**config.mk**
```make
export PLATFORM = sky130hd
export DESIGN_NAME = initial_selection
export DESIGN_NICKNAME = d
export VERILOG_FILES = /design/src/rtl/initial_selection.sv
export SDC_FILE = /design/constraint.sdc
export NUM_CORES = 1
export LEC_CHECK = 0
export CORE_ASPECT_RATIO = 0.9
export CORE_MARGIN = 2
export CORE_UTILIZATION = 52
export CTS_BUF_LIST = sky130_fd_sc_hd__clkbuf_16
export DETAILED_ROUTE_END_ITERATION = 10
export PLACE_DENSITY_LB_ADDON = 0.25
export RECOVER_POWER = 50
export SYNTH_ARGS = -nofsm -noshare
export SYNTH_HDL_FRONTEND = slang
export SYNTH_SLANG_ARGS = --single-unit
```
**constraint.sdc**
```tcl
create_clock -name clk -period 4.03 [get_ports clk]
set_input_delay 0.6045 -clock clk [delete_from_list [all_inputs] [get_ports clk]]
set_output_delay 0.6045 -clock clk [all_outputs]
set_load 0.05 [all_outputs]
```
**src/rtl/initial_selection.sv**
```systemverilog
// initial_selection -- control-unit side of a channel initial selection sequence.
// The unit answers a selection for its ADDRESS, echoes the address, latches
// the command byte for the host, presents the host's ending status and
// releases the interface. Optional build macro PARITY_CHECK_EN adds an odd
// parity check on the command byte, which forces a unit-check status (8'h02)
// and raises a sticky parity_error.
module initial_selection #(
  parameter logic [7:0] ADDRESS      = 8'h00,
  parameter bit         STACK_STATUS = 1'b0
) (
  input  logic       clk,
  input  logic       reset,
  // channel side, driven by the device ahead on the chain
  input  logic [7:0] bus_out,
  input  logic       bus_out_parity,
  input  logic       operational_out,
  input  logic       address_out,
  input  logic       command_out,
  input  logic       service_out,
  input  logic       suppress_out,
  input  logic       selection_x,
  // channel side, returned towards the channel
  output logic [7:0] bus_in,
  output logic       bus_in_parity,
  output logic       operational_in,
  output logic       address_in,
  output logic       status_in,
  output logic       service_in,
  output logic       request_in,
  output logic       selection_y,
  // host side
  output logic [7:0] cmd,
  output logic       cmd_valid,
  input  logic [7:0] status,
  input  logic       status_valid,
  output logic       parity_error
);

  typedef enum logic [2:0] {
    IDLE      = 3'd0,
    SELECTED  = 3'd1,
    ADDR_IN   = 3'd2,
    CMD_WAIT  = 3'd3,
    HOST_WAIT = 3'd4,
    STATUS_IN = 3'd5,
    RELEASE   = 3'd6
  } state_t;

  // Odd parity bit: makes the total number of ones over data plus bit odd.
  function automatic logic odd_parity(input logic [7:0] data);
    return ~(^data);
  endfunction

  state_t     state_q, state_d;
  logic       sel_y_q, sel_y_d;
  logic       op_in_q, op_in_d;
  logic       addr_in_q, addr_in_d;
  logic       status_in_q, status_in_d;
  logic [7:0] bus_in_q, bus_in_d;
  logic       bus_in_par_q, bus_in_par_d;
  logic [7:0] cmd_q, cmd_d;
  logic       cmd_valid_q, cmd_valid_d;
  logic [7:0] status_q, status_d;
  logic       stacked_q, stacked_d;
  logic       service_in_q;
  logic       request_in_q;

  logic       sel_match_s;
  logic       cmd_capture_s;
  logic       unit_check_s;
  logic [7:0] presented_s;
  logic       unused_s;

  assign sel_match_s = operational_out && address_out && selection_x && (bus_out == ADDRESS);
  assign presented_s = unit_check_s ? 8'h02 : status;

  // Next state and next value of every registered output
  always_comb begin
    state_d       = state_q;
    sel_y_d       = 1'b0;
    op_in_d       = op_in_q;
    addr_in_d     = addr_in_q;
    status_in_d   = status_in_q;
    bus_in_d      = bus_in_q;
    bus_in_par_d  = bus_in_par_q;
    cmd_d         = cmd_q;
    cmd_valid_d   = 1'b0;
    status_d      = status_q;
    stacked_d     = stacked_q;
    cmd_capture_s = 1'b0;
    if ((state_q != IDLE) && !operational_out) begin
      // system reset from the channel: drop everything, forget host status
      state_d      = IDLE;
      op_in_d      = 1'b0;
      addr_in_d    = 1'b0;
      status_in_d  = 1'b0;
      bus_in_d     = 8'h00;
      bus_in_par_d = 1'b0;
      status_d     = 8'h00;
      stacked_d    = 1'b0;
    end else begin
      case (state_q)
        IDLE: begin
          if (sel_match_s) begin
            state_d = SELECTED;
            op_in_d = 1'b1;
            sel_y_d = 1'b0;
          end else begin
            sel_y_d = selection_x;
          end
        end
        SELECTED: begin
          if (!address_out) begin
            state_d      = ADDR_IN;
            addr_in_d    = 1'b1;
            bus_in_d     = ADDRESS;
            bus_in_par_d = odd_parity(ADDRESS);
          end else begin
            state_d = SELECTED;
          end
        end
        ADDR_IN: begin
          if (command_out) begin
            state_d       = CMD_WAIT;
            cmd_d         = bus_out;
            cmd_valid_d   = 1'b1;
            cmd_capture_s = 1'b1;
            addr_in_d     = 1'b0;
            bus_in_d      = 8'h00;
            bus_in_par_d  = 1'b0;
          end else begin
            state_d = ADDR_IN;
          end
        end
        CMD_WAIT: begin
          if (!command_out) begin
            state_d = HOST_WAIT;
          end else begin
            state_d = CMD_WAIT;
          end
        end
        HOST_WAIT: begin
          if (status_valid) begin
            state_d      = STATUS_IN;
            status_d     = presented_s;
            stacked_d    = 1'b0;
            status_in_d  = 1'b1;
            bus_in_d     = presented_s;
            bus_in_par_d = odd_parity(presented_s);
          end else begin
            state_d = HOST_WAIT;
          end
        end
        STATUS_IN: begin
          if (stacked_q) begin
            // stacked: status withdrawn until command_out falls, then re-presented
            if (!command_out) begin
              stacked_d    = 1'b0;
              status_in_d  = 1'b1;
              bus_in_d     = status_q;
              bus_in_par_d = odd_parity(status_q);
            end else begin
              stacked_d = 1'b1;
            end
          end else if (service_out) begin
            // accept wins even when command_out is also up
            state_d      = RELEASE;
            status_in_d  = 1'b0;
            bus_in_d     = 8'h00;
            bus_in_par_d = 1'b0;
          end else if (command_out) begin
            status_in_d  = 1'b0;
            bus_in_d     = 8'h00;
            bus_in_par_d = 1'b0;
            if (STACK_STATUS) begin
              stacked_d = 1'b1;
            end else begin
              state_d = RELEASE;
            end
          end else begin
            state_d = STATUS_IN;
          end
        end
        RELEASE: begin
          if (!service_out && !command_out) begin
            state_d = IDLE;
            op_in_d = 1'b0;
          end else begin
            state_d = RELEASE;
          end
        end
        default: begin
          state_d      = IDLE;
          op_in_d      = 1'b0;
          addr_in_d    = 1'b0;
          status_in_d  = 1'b0;
          bus_in_d     = 8'h00;
          bus_in_par_d = 1'b0;
          stacked_d    = 1'b0;
        end
      endcase
    end
  end

  // Selection FSM state and registered channel/host outputs
  always_ff @(posedge clk or posedge reset) begin
    if (reset) begin
      state_q      <= IDLE;
      sel_y_q      <= 1'b0;
      op_in_q      <= 1'b0;
      addr_in_q    <= 1'b0;
      status_in_q  <= 1'b0;
      bus_in_q     <= 8'h00;
      bus_in_par_q <= 1'b0;
      cmd_q        <= 8'h00;
      cmd_valid_q  <= 1'b0;
      status_q     <= 8'h00;
      stacked_q    <= 1'b0;
      service_in_q <= 1'b0;
      request_in_q <= 1'b0;
    end else begin
      state_q      <= state_d;
      sel_y_q      <= sel_y_d;
      op_in_q      <= op_in_d;
      addr_in_q    <= addr_in_d;
      status_in_q  <= status_in_d;
      bus_in_q     <= bus_in_d;
      bus_in_par_q <= bus_in_par_d;
      cmd_q        <= cmd_d;
      cmd_valid_q  <= cmd_valid_d;
      status_q     <= status_d;
      stacked_q    <= stacked_d;
      // data transfer and request-in are not handled by this unit
      service_in_q <= 1'b0;
      request_in_q <= 1'b0;
    end
  end

`ifdef PARITY_CHECK_EN
  logic parity_fail_s;
  logic perr_q, perr_d;
  logic unit_check_q, unit_check_d;

  assign parity_fail_s = cmd_capture_s && (bus_out_parity != odd_parity(bus_out));
  assign unit_check_s  = unit_check_q;
  assign parity_error  = perr_q;
  assign unused_s      = suppress_out;

  // Sticky parity error and per-transaction unit-check request
  always_comb begin
    perr_d       = perr_q | parity_fail_s;
    unit_check_d = unit_check_q;
    if (parity_fail_s) begin
      unit_check_d = 1'b1;
    end else if (cmd_capture_s) begin
      unit_check_d = 1'b0;
    end else begin
      unit_check_d = unit_check_q;
    end
  end

  // Parity check registers
  always_ff @(posedge clk or posedge reset) begin
    if (reset) begin
      perr_q       <= 1'b0;
      unit_check_q <= 1'b0;
    end else begin
      perr_q       <= perr_d;
      unit_check_q <= unit_check_d;
    end
  end
`else
  assign unit_check_s = 1'b0;
  assign parity_error = 1'b0;
  assign unused_s     = suppress_out ^ bus_out_parity ^ cmd_capture_s;
`endif

  assign bus_in         = bus_in_q;
  assign bus_in_parity  = bus_in_par_q;
  assign operational_in = op_in_q;
  assign address_in     = addr_in_q;
  assign status_in      = status_in_q;
  assign service_in     = service_in_q;
  assign request_in     = request_in_q;
  assign selection_y    = sel_y_q;
  assign cmd            = cmd_q;
  assign cmd_valid      = cmd_valid_q;

endmodule

```
# Word-level counts from Yosys, hierarchy flattened
# Cells that the tools add are included.
[totals] register_bits=34 latchBits=0 ram_bits=0 rom_bits=0 wordCells=111 mem_count=0
[classes] n_addsub=0 multipliers=0 div=0 order_cmp=0 eq_ne=18 n_shift=0 n_mux=52 bitwise_logic=3 n_reduce_logical=27
[ops] cell="$mux W8" count=9
[ops] cell="$pmux W8 S5" count=1
[ops] cell="$mux W1" count=28
[ops] cell="$pmux W3 S7" count=1
[ops] cell="$ne A3 B3 Y1 const B" count=6
[ops] cell="$reduce_xor A8 Y1" count=2
[ops] cell="$mux W3" count=5
[ops] cell="$reduce_or A5 Y1" count=3
[ops] cell="$pmux W1 S3" count=4
[ops] cell="$eq A3 B3 Y1 const B" count=3
[ops] cell="$reduce_and A3 Y1" count=3
[ops] cell="$logic_not A8 Y1" count=1
[ops] cell="$ne A2 B1 Y1 const B" count=4
[ops] cell="$reduce_and A4 Y1" count=2
[ops] cell="$eq A3 B2 Y1 const B" count=2
[ops] cell="$mux W2" count=3
[ops] cell="$reduce_and A2 Y1" count=3
[ops] cell="$logic_and A1 B1 Y1" count=5
[ops] cell="$ne A5 B5 Y1 const B" count=1
[ops] cell="$pmux W1 S5" count=1
[ops] cell="$ne A4 B4 Y1 const B" count=1
[ops] cell="$reduce_bool A2 Y1" count=2
[ops] cell="$eq A3 B1 Y1 const B" count=1
[ops] cell="$logic_not A1 Y1" count=3
[ops] cell="4 further kinds" count=6

# Logic depth before layout (Yosys ltp)
[logic_depth] depth_word=6 ltp_mapped=7

# Least setup slack after synthesis
# No wires, ideal clock.
[synth_path] path_kind="input-to-reg" start="input bus_out[5]" end="register state_q[1]" setup_ns=0.111 arrival_time_ns=1.699 t_required_ns=3.919 slack_ns=2.219 stages=5 path_buffers=0 cell_sequence="nor4b_2 -> nand4_1 -> o41ai_2 -> nand2_2 -> a2111oi_2"
[synth_between] elab_chain_len=4
[synth_lines] element="start: declaration" line_no="14" rtl="input logic [7:0] bus_out,"
[synth_lines] element="$logic_not A8 Y1" line_no="74" rtl="assign sel_match_s = operational_out && address_out && selection_x && (bus_out == ADDRESS);"
[synth_lines] element="$logic_and A1 B1 Y1" line_no="74"
[synth_lines] element="$ne A3 B3 Y1 (no source line)"
[synth_lines] element="$reduce_and A2 Y1 (no source line)"
[synth_lines] element="end signal: assignment" line_no="222" rtl="state_q <= state_d;"
[synth_lines] element="end: declaration" line_no="54" rtl="state_t state_q, state_d;"
# No other way between the ends.
# A chain may end at the register's enable or synchronous reset.

==> reports/qor.csv <==
metric;value;unit
Crit Path Max Fanout;34;
GRT met1 Usage;34.1;%
largest net degree at the start of global routing;35;
met2 Use GR;31.6;%
Worst-path clk slew;50;ps
Syn Std Cell Area;1970;um^2
vias in the first global route;1528;
nets@finish;275;
final WL;4.35;mm
Die Y;62.4;um
P_leak;1.09;nW
pwr dens;483;nW/um^2
clock sink total;34;
Layout fillers;309;
die area;4300;um^2
DRT iter0 DRCs;190;
post-synthesis compound-gate area fraction;20.5;%
post-synthesis simple-gate area fraction;15.9;%
Initial Utilization;53.6;%
number of enable flip-flop cells after synthesis;0;
endpoints failing hold;0;
dpl ws;1500;ps
Crit Reg-Reg Endpoint;bus_in[2];
initial antenna violation count;0;
Critical Path Source Type;input pin;
post-synthesis adder-cell area fraction;0;%
Post-DP HPWL;3.16;mm
Clock Path Buffers;2;
met3 Use GR;6.49;%
Multi-input gate area;966;um^2
combinational family with the most area after synthesis;compound AO/OA/AOI/OAI gates;
Arr. time, crit path;2500;ps
io pins;51;
R2R Setup Slk;1660;ps
Row Count;21;
asr flop ratio synth;100;%
Final Util;68.6;%
postcts setup bufs;0;
worst hold start;cmd[2];
Reg area;851;um^2
max_cap viols;1;
Clock Skews;3.69;ps
count of input and output buffers;45;
post-route insts no fill;296;
total track usage;22.4;%
Area growth syn-to-layout;27.9;%
ant diodes;0;
share of cells above drive strength 1;10.4;%
post-route setup slack;1560;ps
Slew HR;-21.3;%
Routed Antenna Nets;0;
period utilization;61.3;%
Synth Register Bits;34;
XOR/XNOR share of the synthesized area;6.22;%
CTS H-tree lvls;2;
worst slew pin tran;1820;ps
Total Power;1.22;mW
drt drc;0;
Setup Viol. Count Final;0;
Setup Crit Path Kind;input pin to asynchronous set/reset pin;
final max-slew violation count;35;
RSZ-0062 raised after global routing;false;
count of cells resized by post-cts repair;0;
endpoint class of the critical path;asynchronous set/reset pin;
commonest non-fill, non-tap cell in the layout;clkdlybuf4s50_1;
worst skew pair latency;270;ps
Cell variety after synth;46;
DR vias/cell;5.51;
vias;1631;
Die Span X;68.9;um
Clock Tree Root;clkbuf_16;
fin crit period;2470;ps
worst hold path endpoint;cmd[2];
Peak VDD IR;0.406;mV
wire per inst;14.7;um
most frequent cells in the layout;clkdlybuf4s50_1 (35), dfrtp_1 (34), nand2_1 (31);
worst hold-check path type;flop to flop;
worst-case reg-to-reg path depth;5;
mux cell area share after synthesis;6.15;%
Post-Place Cells;288;
TNS Setup;0;ps
first-pass GRT wire length;7.33;mm
drt pass-1 iters;4;
achievable frequency;0.405;GHz
Post-Synthesis Cells;208;
GR peak layer;met1;
status;finished with violations;
reg2reg start;state_q[0];
core area;3680;um^2
CTS tree;done;
failing checks;max-capacitance violations, max-slew violations;
post-synthesis sequential area ratio;43.1;%
Yosys warnings;0;
Primary FF master, synth;dfrtp_1;
syn_area_per_cell;9.48;um^2
hold_buf cts;0;
routability cong.;0.905;
TritonCTS buffer count;5;
critical path required time;4060;ps
GRT Residual Overflow;0;
Hold Crit Depth;1;
[cells by family after synthesis]
family,count (synthesis)
buf+inv,28
compound gates,56
simple gates,64
other cells,1
flops,34
mux,11
xor+xnor,14
[routing by layer]
metal	share of wire [%]	wire, um
met1	47	2040
met2	46	2010
met3	6.1	265
met4	0.74	32
met5	0	0
[registers in the layout, indices dropped and copies added, names as in the netlist]
signal          flops
bus_in              8
cmd_valid           1
status_in           1
cmd                 8
stacked_q           1
state_q             3
bus_in_parity       1
selection_y         1
address_in          1
operational_in      1
status_q            8
[area by class of cell]
type,count,share of cell area (%)
timing repair buffer,47,18.3
clock inverter,3,0.496
tap,46,2.28
clock buffer,5,4.96
multi-input combinational,148,38.3
inverter,13,1.93
sequential,34,33.7
[critical path: stages]
cell and delay, ps:
dlygate4sd3_1 530, inv_1 50, clkbuf_1 1300
[power by group]
part | total (mW) | internal [mW] | switching (mW)
clock | 0.352 | 0.223 | 0.129
sequential | 0.468 | 0.404 | 0.0638
combinational | 0.400 | 0.177 | 0.223
[worst max path at each step]
stage | from | to | slack [ps] | cells past startpoint
after floorplan | bus_out[5] | state_q[1] | 2220 | 5
after CTS | state_q[0] | bus_in[2] | 1690 | 5
after detailed placement | command_out | bus_in_parity | 1500 | 6
after global placement | command_out | bus_in[6] | 1520 | 4
after global routing | reset | stacked_q | 1050 | 3
final | reset | bus_in_parity | 1560 | 3
[cell usage after synthesis, types with 2 or more instances]
| cell | count | share of area (%) |
|---|---|---|
| dfrtp_1 | 34 | 43 |
| mux2i_1 | 2 | 1.0 |
| buf_4 | 6 | 2.3 |
| o21ai_0 | 22 | 5.6 |
| buf_2 | 4 | 1.0 |
| xor2_1 | 2 | 0.89 |
| a22o_1 | 9 | 4.0 |
| mux2_2 | 9 | 5.1 |
| nand4_1 | 2 | 0.63 |
| inv_1 | 13 | 2.5 |
| nand2_1 | 31 | 5.9 |
| a32oi_1 | 2 | 0.89 |
| nand3b_1 | 2 | 0.76 |
| nor2_1 | 13 | 2.5 |
| o22ai_1 | 5 | 1.6 |
| buf_6 | 3 | 1.7 |
| nor2b_1 | 2 | 0.63 |
| nand2b_1 | 3 | 0.95 |
| xnor2_1 | 12 | 5.3 |
| a21oi_1 | 5 | 1.3 |
| a22oi_1 | 2 | 0.76 |
[stage by stage]
stage | hold WS, ps | area (um^2)
after floorplan | 487 | 1980
final | 497 | 2520
after global placement | 485 | 2400
after detailed placement | 490 | 2400
after CTS | 502 | 2530
after global routing | 510 | 2520
No activity file was read; power rests on OpenSTA's default activity.
